### config.mk
export PLATFORM = sky130hd
export DESIGN_NAME = rcc_scan_mode_seq
export DESIGN_NICKNAME = d
export VERILOG_FILES = /design/src/rtl/rcc_pkg.sv /design/src/rtl/rcc_sync_bit.sv /design/src/rtl/rcc_scan_mode_seq.sv
export SDC_FILE = /design/constraint.sdc
export NUM_CORES = 1
export LEC_CHECK = 0
export ABC_AREA = 1
export CAP_MARGIN = 20
export CORE_UTILIZATION = 48
export CTS_CLUSTER_SIZE = 30
export DETAILED_ROUTE_END_ITERATION = 7
export GPL_TIMING_DRIVEN = 0
export HOLD_SLACK_MARGIN = 0.02
export PLACE_DENSITY = 0.81
export SLEW_MARGIN = 20
export SYNTH_ARGS = -nofsm -noshare
export SYNTH_HDL_FRONTEND = slang
export SYNTH_SLANG_ARGS = --single-unit
### constraint.sdc
create_clock -name clk -period 1.85 [get_ports clk]
set_input_delay 0.555 -clock clk [delete_from_list [all_inputs] [get_ports clk]]
set_output_delay 0.555 -clock clk [all_outputs]
set_load 0.03 [all_outputs]
### src/rtl/rcc_pkg.sv
// -----------------------------------------------------------------------------
// rcc_pkg
// Shared definitions for the RCC scan-mode sequencer and its helpers:
//   - seq_state_e : sequencer states (two steady states, three switch phases)
//   - DEF_*       : default parameter values used by the RCC blocks
//   - max_int / seq_cnt_width : sizing helpers for the shared phase counter
// -----------------------------------------------------------------------------
package rcc_pkg;

   typedef enum logic [2:0] {
      FUNC     = 3'd0,
      TEST     = 3'd1,
      GATE_OFF = 3'd2,
      SETTLE   = 3'd3,
      GATE_ON  = 3'd4
   } seq_state_e;

   localparam int DEF_NUM_CLK       = 16;
   localparam int DEF_SYNC_STAGES   = 2;
   localparam int DEF_SETTLE_CYCLES = 8;
   localparam int DEF_ACK_TIMEOUT   = 255;

   function automatic int max_int(input int a, input int b);
      return (a > b) ? a : b;
   endfunction

   // One counter serves both the ack wait and the settle interval, so it is
   // sized for the larger of the two terminal values; never narrower than 1.
   function automatic int seq_cnt_width(input int ack_timeout, input int settle_cycles);
      int w;
      w = $clog2(max_int(ack_timeout, settle_cycles));
      return (w < 1) ? 1 : w;
   endfunction

endpackage

### src/rtl/rcc_sync_bit.sv
// -----------------------------------------------------------------------------
// rcc_sync_bit
// N-stage synchronizer for a single asynchronous level. All stages clear on
// rst_n, so the synchronized output reads 0 straight out of reset.
// Ports:
//   clk   : destination clock
//   rst_n : asynchronous active-low reset
//   d     : asynchronous input level
//   q     : synchronized level (last flop of the chain)
// -----------------------------------------------------------------------------
module rcc_sync_bit
   import rcc_pkg::*;
#(
   parameter int STAGES = DEF_SYNC_STAGES
) (
   input  logic clk,
   input  logic rst_n,
   input  logic d,
   output logic q
);

   logic [STAGES-1:0] sync_r;

   // Shift the asynchronous level through the flop chain.
   always_ff @(posedge clk or negedge rst_n) begin
      if (!rst_n) begin
         sync_r <= {STAGES{1'b0}};
      end else begin
         sync_r <= {sync_r[STAGES-2:0], d};
      end
   end

   assign q = sync_r[STAGES-1];

endmodule

### src/rtl/rcc_scan_mode_seq.sv
// -----------------------------------------------------------------------------
// rcc_scan_mode_seq
// Glitch-safe sequencer for the RCC test-clock muxes. A change of the
// synchronized testmode level closes every functional clock gate, waits for the
// gates to report closed (or times out), flips scan_mode, waits a settle
// interval, reopens the gates and waits for them to report open.
// Ports:
//   clk         : always-on sequencer clock
//   rst_n       : asynchronous active-low reset
//   testmode    : asynchronous test request level from the pad
//   gate_ack    : per-clock "gate closed" status, synchronous to clk
//   err_clr     : clears seq_err (a simultaneous timeout keeps it set)
//   scan_mode   : select for all test clock muxes
//   clk_gate_en : per-clock gate enable, 1 = functional clock running
//   busy        : high while a switch sequence is in progress
//   done        : one-cycle pulse when a sequence completes
//   seq_err     : sticky ack-timeout flag
// -----------------------------------------------------------------------------
module rcc_scan_mode_seq
   import rcc_pkg::*;
#(
   parameter int NUM_CLK       = DEF_NUM_CLK,
   parameter int SYNC_STAGES   = DEF_SYNC_STAGES,
   parameter int SETTLE_CYCLES = DEF_SETTLE_CYCLES,
   parameter int ACK_TIMEOUT   = DEF_ACK_TIMEOUT
) (
   input  logic               clk,
   input  logic               rst_n,
   input  logic               testmode,
   input  logic [NUM_CLK-1:0] gate_ack,
   input  logic               err_clr,
   output logic               scan_mode,
   output logic [NUM_CLK-1:0] clk_gate_en,
   output logic               busy,
   output logic               done,
   output logic               seq_err
);

   localparam int CW = seq_cnt_width(ACK_TIMEOUT, SETTLE_CYCLES);

   localparam logic [CW-1:0] CNT_ZERO    = {CW{1'b0}};
   localparam logic [CW-1:0] CNT_ONE     = CW'(32'd1);
   localparam logic [CW-1:0] CNT_MAX     = {CW{1'b1}};
   localparam logic [CW-1:0] ACK_LAST    = CW'(ACK_TIMEOUT - 32'sd1);
   localparam logic [CW-1:0] SETTLE_LOAD = CW'(SETTLE_CYCLES - 32'sd1);

   localparam logic [NUM_CLK-1:0] GATES_ON  = {NUM_CLK{1'b1}};
   localparam logic [NUM_CLK-1:0] GATES_OFF = {NUM_CLK{1'b0}};

   seq_state_e         state_r,   state_nxt;
   logic [CW-1:0]      cnt_r,     cnt_nxt;
   logic               scan_mode_r, scan_nxt;
   logic [NUM_CLK-1:0] gate_en_r, gate_en_nxt;
   logic               busy_r,    busy_nxt;
   logic               done_r,    done_nxt;
   logic               err_r,     err_nxt;

   logic               testmode_s;
   logic               timeout_s;
   logic [CW-1:0]      cnt_inc_s;
   logic [CW-1:0]      cnt_dec_s;

   rcc_sync_bit #(
      .STAGES (SYNC_STAGES)
   ) u_testmode_sync (
      .clk   (clk),
      .rst_n (rst_n),
      .d     (testmode),
      .q     (testmode_s)
   );

   // The counter saturates in both directions instead of wrapping.
   assign cnt_inc_s = (cnt_r == CNT_MAX)  ? cnt_r : (cnt_r + CNT_ONE);
   assign cnt_dec_s = (cnt_r == CNT_ZERO) ? cnt_r : (cnt_r - CNT_ONE);

   // Next-state and next-output decode. scan_mode only flips on the
   // GATE_OFF exit, where every gate enable is already 0.
   always_comb begin
      state_nxt   = state_r;
      cnt_nxt     = cnt_r;
      scan_nxt    = scan_mode_r;
      gate_en_nxt = gate_en_r;
      busy_nxt    = busy_r;
      done_nxt    = 1'b0;
      timeout_s   = 1'b0;

      case (state_r)
         FUNC, TEST: begin
            // testmode_s is looked at only here, so requests that arrive
            // mid-sequence wait until the running sequence finishes.
            if (testmode_s != scan_mode_r) begin
               state_nxt   = GATE_OFF;
               cnt_nxt     = CNT_ZERO;
               gate_en_nxt = GATES_OFF;
               busy_nxt    = 1'b1;
            end else begin
               gate_en_nxt = GATES_ON;
               busy_nxt    = 1'b0;
            end
         end

         GATE_OFF: begin
            if ((&gate_ack) || (cnt_r == ACK_LAST)) begin
               // Ack wins over a coincident timeout.
               timeout_s = ~(&gate_ack);
               scan_nxt  = ~scan_mode_r;
               cnt_nxt   = SETTLE_LOAD;
               state_nxt = SETTLE;
            end else begin
               cnt_nxt = cnt_inc_s;
            end
         end

         SETTLE: begin
            if (cnt_r == CNT_ZERO) begin
               state_nxt   = GATE_ON;
               cnt_nxt     = CNT_ZERO;
               gate_en_nxt = GATES_ON;
            end else begin
               cnt_nxt = cnt_dec_s;
            end
         end

         GATE_ON: begin
            if ((~|gate_ack) || (cnt_r == ACK_LAST)) begin
               timeout_s = |gate_ack;
               state_nxt = scan_mode_r ? TEST : FUNC;
               cnt_nxt   = CNT_ZERO;
               done_nxt  = 1'b1;
               busy_nxt  = 1'b0;
            end else begin
               cnt_nxt = cnt_inc_s;
            end
         end

         default: begin
            // Unreachable encoding: settle into the steady state that matches
            // the current select without touching scan_mode.
            state_nxt   = scan_mode_r ? TEST : FUNC;
            cnt_nxt     = CNT_ZERO;
            gate_en_nxt = GATES_ON;
            busy_nxt    = 1'b0;
         end
      endcase
   end

   // Sticky error flag: a timeout in the same cycle beats err_clr.
   always_comb begin
      if (timeout_s) begin
         err_nxt = 1'b1;
      end else if (err_clr) begin
         err_nxt = 1'b0;
      end else begin
         err_nxt = err_r;
      end
   end

   // State, counter and output registers.
   always_ff @(posedge clk or negedge rst_n) begin
      if (!rst_n) begin
         state_r     <= FUNC;
         cnt_r       <= CNT_ZERO;
         scan_mode_r <= 1'b0;
         gate_en_r   <= GATES_ON;
         busy_r      <= 1'b0;
         done_r      <= 1'b0;
         err_r       <= 1'b0;
      end else begin
         state_r     <= state_nxt;
         cnt_r       <= cnt_nxt;
         scan_mode_r <= scan_nxt;
         gate_en_r   <= gate_en_nxt;
         busy_r      <= busy_nxt;
         done_r      <= done_nxt;
         err_r       <= err_nxt;
      end
   end

   assign scan_mode   = scan_mode_r;
   assign clk_gate_en = gate_en_r;
   assign busy        = busy_r;
   assign done        = done_r;
   assign seq_err     = err_r;

endmodule

==> out/results.txt <==
Status = finished with violations
Failing checks = design-rule violations
Design Area, Final = 2020 sq um
Critical Path Max Stage Delay = 0.62 ns
Library cell with the highest instance count after synthesis = nand2_1
FMAX = 542 MHz
Setup violations, final = 0
Worst EP arrival = 1.29 ns
Mean Syn Cell Area = 7.10 sq um
Number of synthesized flops with an enable pin = 0
CTS sink cnt = 18
Synth Flop Type = dfrtp_1
Worst Path Max Fanout = 7
Top-level I/O count = 40
Routed Antenna Nets = 0
H-tree depth = 1
DPL Wire Length = 2510 microns
Row Count = 19
Largest area contributor in the netlist = dfrtp_1
Net Count, Synth = 233
Unrepaired setup endpoints after global routing = true
Die X-Extent = 57.6 microns
Routed WL = 3430 microns
Crit path max-delay cell type = dfstp_2
Total CTS buffers = 3
Clock transition at path regs = 0.11 ns
Synth top cells by count = 63 x nand2_1, 20 x nand3_1, 20 x nor2_1
Layout cell share with drive strength beyond 1 = 25.6%
Routed len/inst = 11.9 microns
CP required = 1.29 ns
Top cell type's share of synthesized area = 28.7%
Die Y = 57.6 microns
Final Hold Fails = 0
Largest net degree at the start of global routing = 19
Initial antenna violation count = 0
Ys async rst share = 100%
Worst path cell trace = buf_6, buf_4, buf_6
VDD IR max = 1.01 mV
Die area = 3320 sq um
Distinct cells, synth = 28
Aggregate global-route resource usage = 22.4%
Max-cap viol count = 0
Core Area = 2850 sq um
Register area share after synthesis = 30.4%
Initial core utilization = 52.0%
Min Clock Period, post-route = 1.85 ns
Post-layout util = 71.0%
Post-Syn Instances = 209
Fin. max-slew vios = 0
Cell Pwr Density = 1720 nW/um^2
Startpoint Class = flop
Routability congestion estimate from global placement = 0.893
Part of the cycle the worst path needs = 99.7%
Worst Hold Class = flop to flop
Yosys warns = 0
Finished Layout Cells = 289
CTS tree = done
NumNets Final = 283
Synth Register Bits = 18
Pre-antenna DRT Iters = 6
Vias in the first global route = 1308
Kind of critical path = flop to output pin
Hold buffer count at CTS = 0
Clk_skew = 0.00760 ns
Drc violations = 2
Worst-skew pair later-pin latency = 0.30 ns
Placed insts = 279
Final worst slack = 0.00480 ns
Dpl ws = -0.198 ns
First-pass GRT wire length = 5810 microns
Diode count = 0
Area contributors post-synth = dfrtp_1 29%, nand2_1 16%, buf_4 7.6%, nand3_1 6.7%, nor2_1 5.1%
Setup crit end kind = output pin
1st-iter DRT viols = 63
Gr ovfl total = 0
Slew at the pin closest to its max-slew limit = 0.806 ns
Vias per cell = 5.07
Leakage power = 0.000995 uW
Crit path top cell by count = buf_6
Max-slew headroom = 46.1%
DR vias = 1464
Post-synth design cell area = 1480 sq um
Number of port buffers = 39
Max clock buf depth = 2
Dpl cell area = 1910 sq um
Clk root buf = clkbuf_4
Syn-to-layout area delta = 36.4%
## worst max-delay path, delay by kind of cell, from the launching register on
| kind | cells | cell delay [ns] |
|---|---|---|
| buffers and inverters | 3 | 0.38 |
| flip-flops | 1 | 0.62 |
## cell families after synthesis
kind of cell | count (synthesis) | synth area share (%)
DFF | 18 | 30.4
buffers and inverters | 37 | 14.2
and+or+nand+nor | 129 | 42.6
AOI/OAI and AO/OA | 13 | 4.72
xor gates and xnor gates | 8 | 4.72
adders and majority gates | 4 | 3.37
## metal layers
| layer | track usage [%] | part of all wire, % | routed length, microns | vias up |
|---|---|---|---|---|
| li1 | - | - | - | 751 |
| met1 | 31.0 | 45 | 1560 | 668 |
| met2 | 36.7 | 49 | 1680 | 41 |
| met3 | 5.22 | 5.1 | 176 | 4 |
| met4 | 2.79 | 0.55 | 19 | 0 |
| met5 | 0 | 0 | 0 | - |
## state kept, by name, summed over array words and instances (netlist names)
| signal | count |
|---|---|
| clk_gate_en | 1 |
| u_testmode_sync.sync_r | 2 |
| done | 1 |
| cnt_r | 8 |
| busy | 1 |
| state_r | 3 |
| scan_mode | 1 |
| seq_err | 1 |
## worst paths after layout
check / slack [ns] / cells past startpoint / start / to
min reg2reg: 0.36 / 0 / u_testmode_sync.sync_r[0]$_DFF_PN0_ / u_testmode_sync.sync_r[1]$_DFF_PN0_
max in group asynchronous: 0.63 / 1 / rst_n / cnt_r[2]$_DFFE_PN0N_
min: 0.36 / 0 / u_testmode_sync.sync_r[0]$_DFF_PN0_ / u_testmode_sync.sync_r[1]$_DFF_PN0_
min in group asynchronous: 0.71 / 1 / rst_n / cnt_r[5]$_DFFE_PN0N_
max: 0.005 / 3 / clk_gate_en[14]$_DFFE_PN1P_ / clk_gate_en[8]
max reg2reg: 0.22 / 7 / cnt_r[0]$_DFFE_PN0N_ / cnt_r[0]$_DFFE_PN0N_
## what timing repair did
| item | in CTS | in global routing |
|---|---|---|
| endpoints found under the setup margin | 20 | 15 |
| buffers inserted | 6 | 0 |
| resized for setup | 101 | 19 |
## cell usage in the layout (no fill, tap or decap), types with 2 or more instances in the layout
master	count
ha_1	4
o21ai_0	3
nand2_1	63
clkbuf_4	3
nand3_1	20
dfrtp_1	17
inv_1	18
buf_2	2
o21ai_1	3
buf_4	15
nor2_1	20
xor2_1	7
nand4_1	5
dlygate4sd2_1	4
nor2_4	4
buf_6	22
inv_2	2
nor2_2	3
clkdlybuf4s50_1	19
a21oi_1	5
nor3_2	3
nor3_1	2
nand2_2	4
## power breakdown
group / total [uW] / switching [uW] / internal [uW]
Combinational: 2530 / 1420 / 1110
Clock: 247 / 127 / 120
Sequential: 695 / 163 / 532
## final cells by class
class | count | area [sq um]
well taps | 31 | 38.8
clock buffers | 4 | 36.3
flip-flops and latches | 18 | 452
multi-input cells | 154 | 827
repair buffers | 45 | 445
fillers | 240 | 828
inverters | 20 | 75.1
plain buffers | 17 | 150
## metrics by stage
step | total power [uW] | hold slack, ns | TNS, ns
after global placement | 2950 | 0.331 | -3.83
after floorplan | 2350 | 0.259 | 0
after global routing | 3720 | 0.378 | -0.242
final | 3470 | 0.363 | 0
after detailed placement | 3010 | 0.342 | -3.90
after CTS | 3290 | 0.366 | 0
No activity file was read; power rests on OpenSTA's default activity.
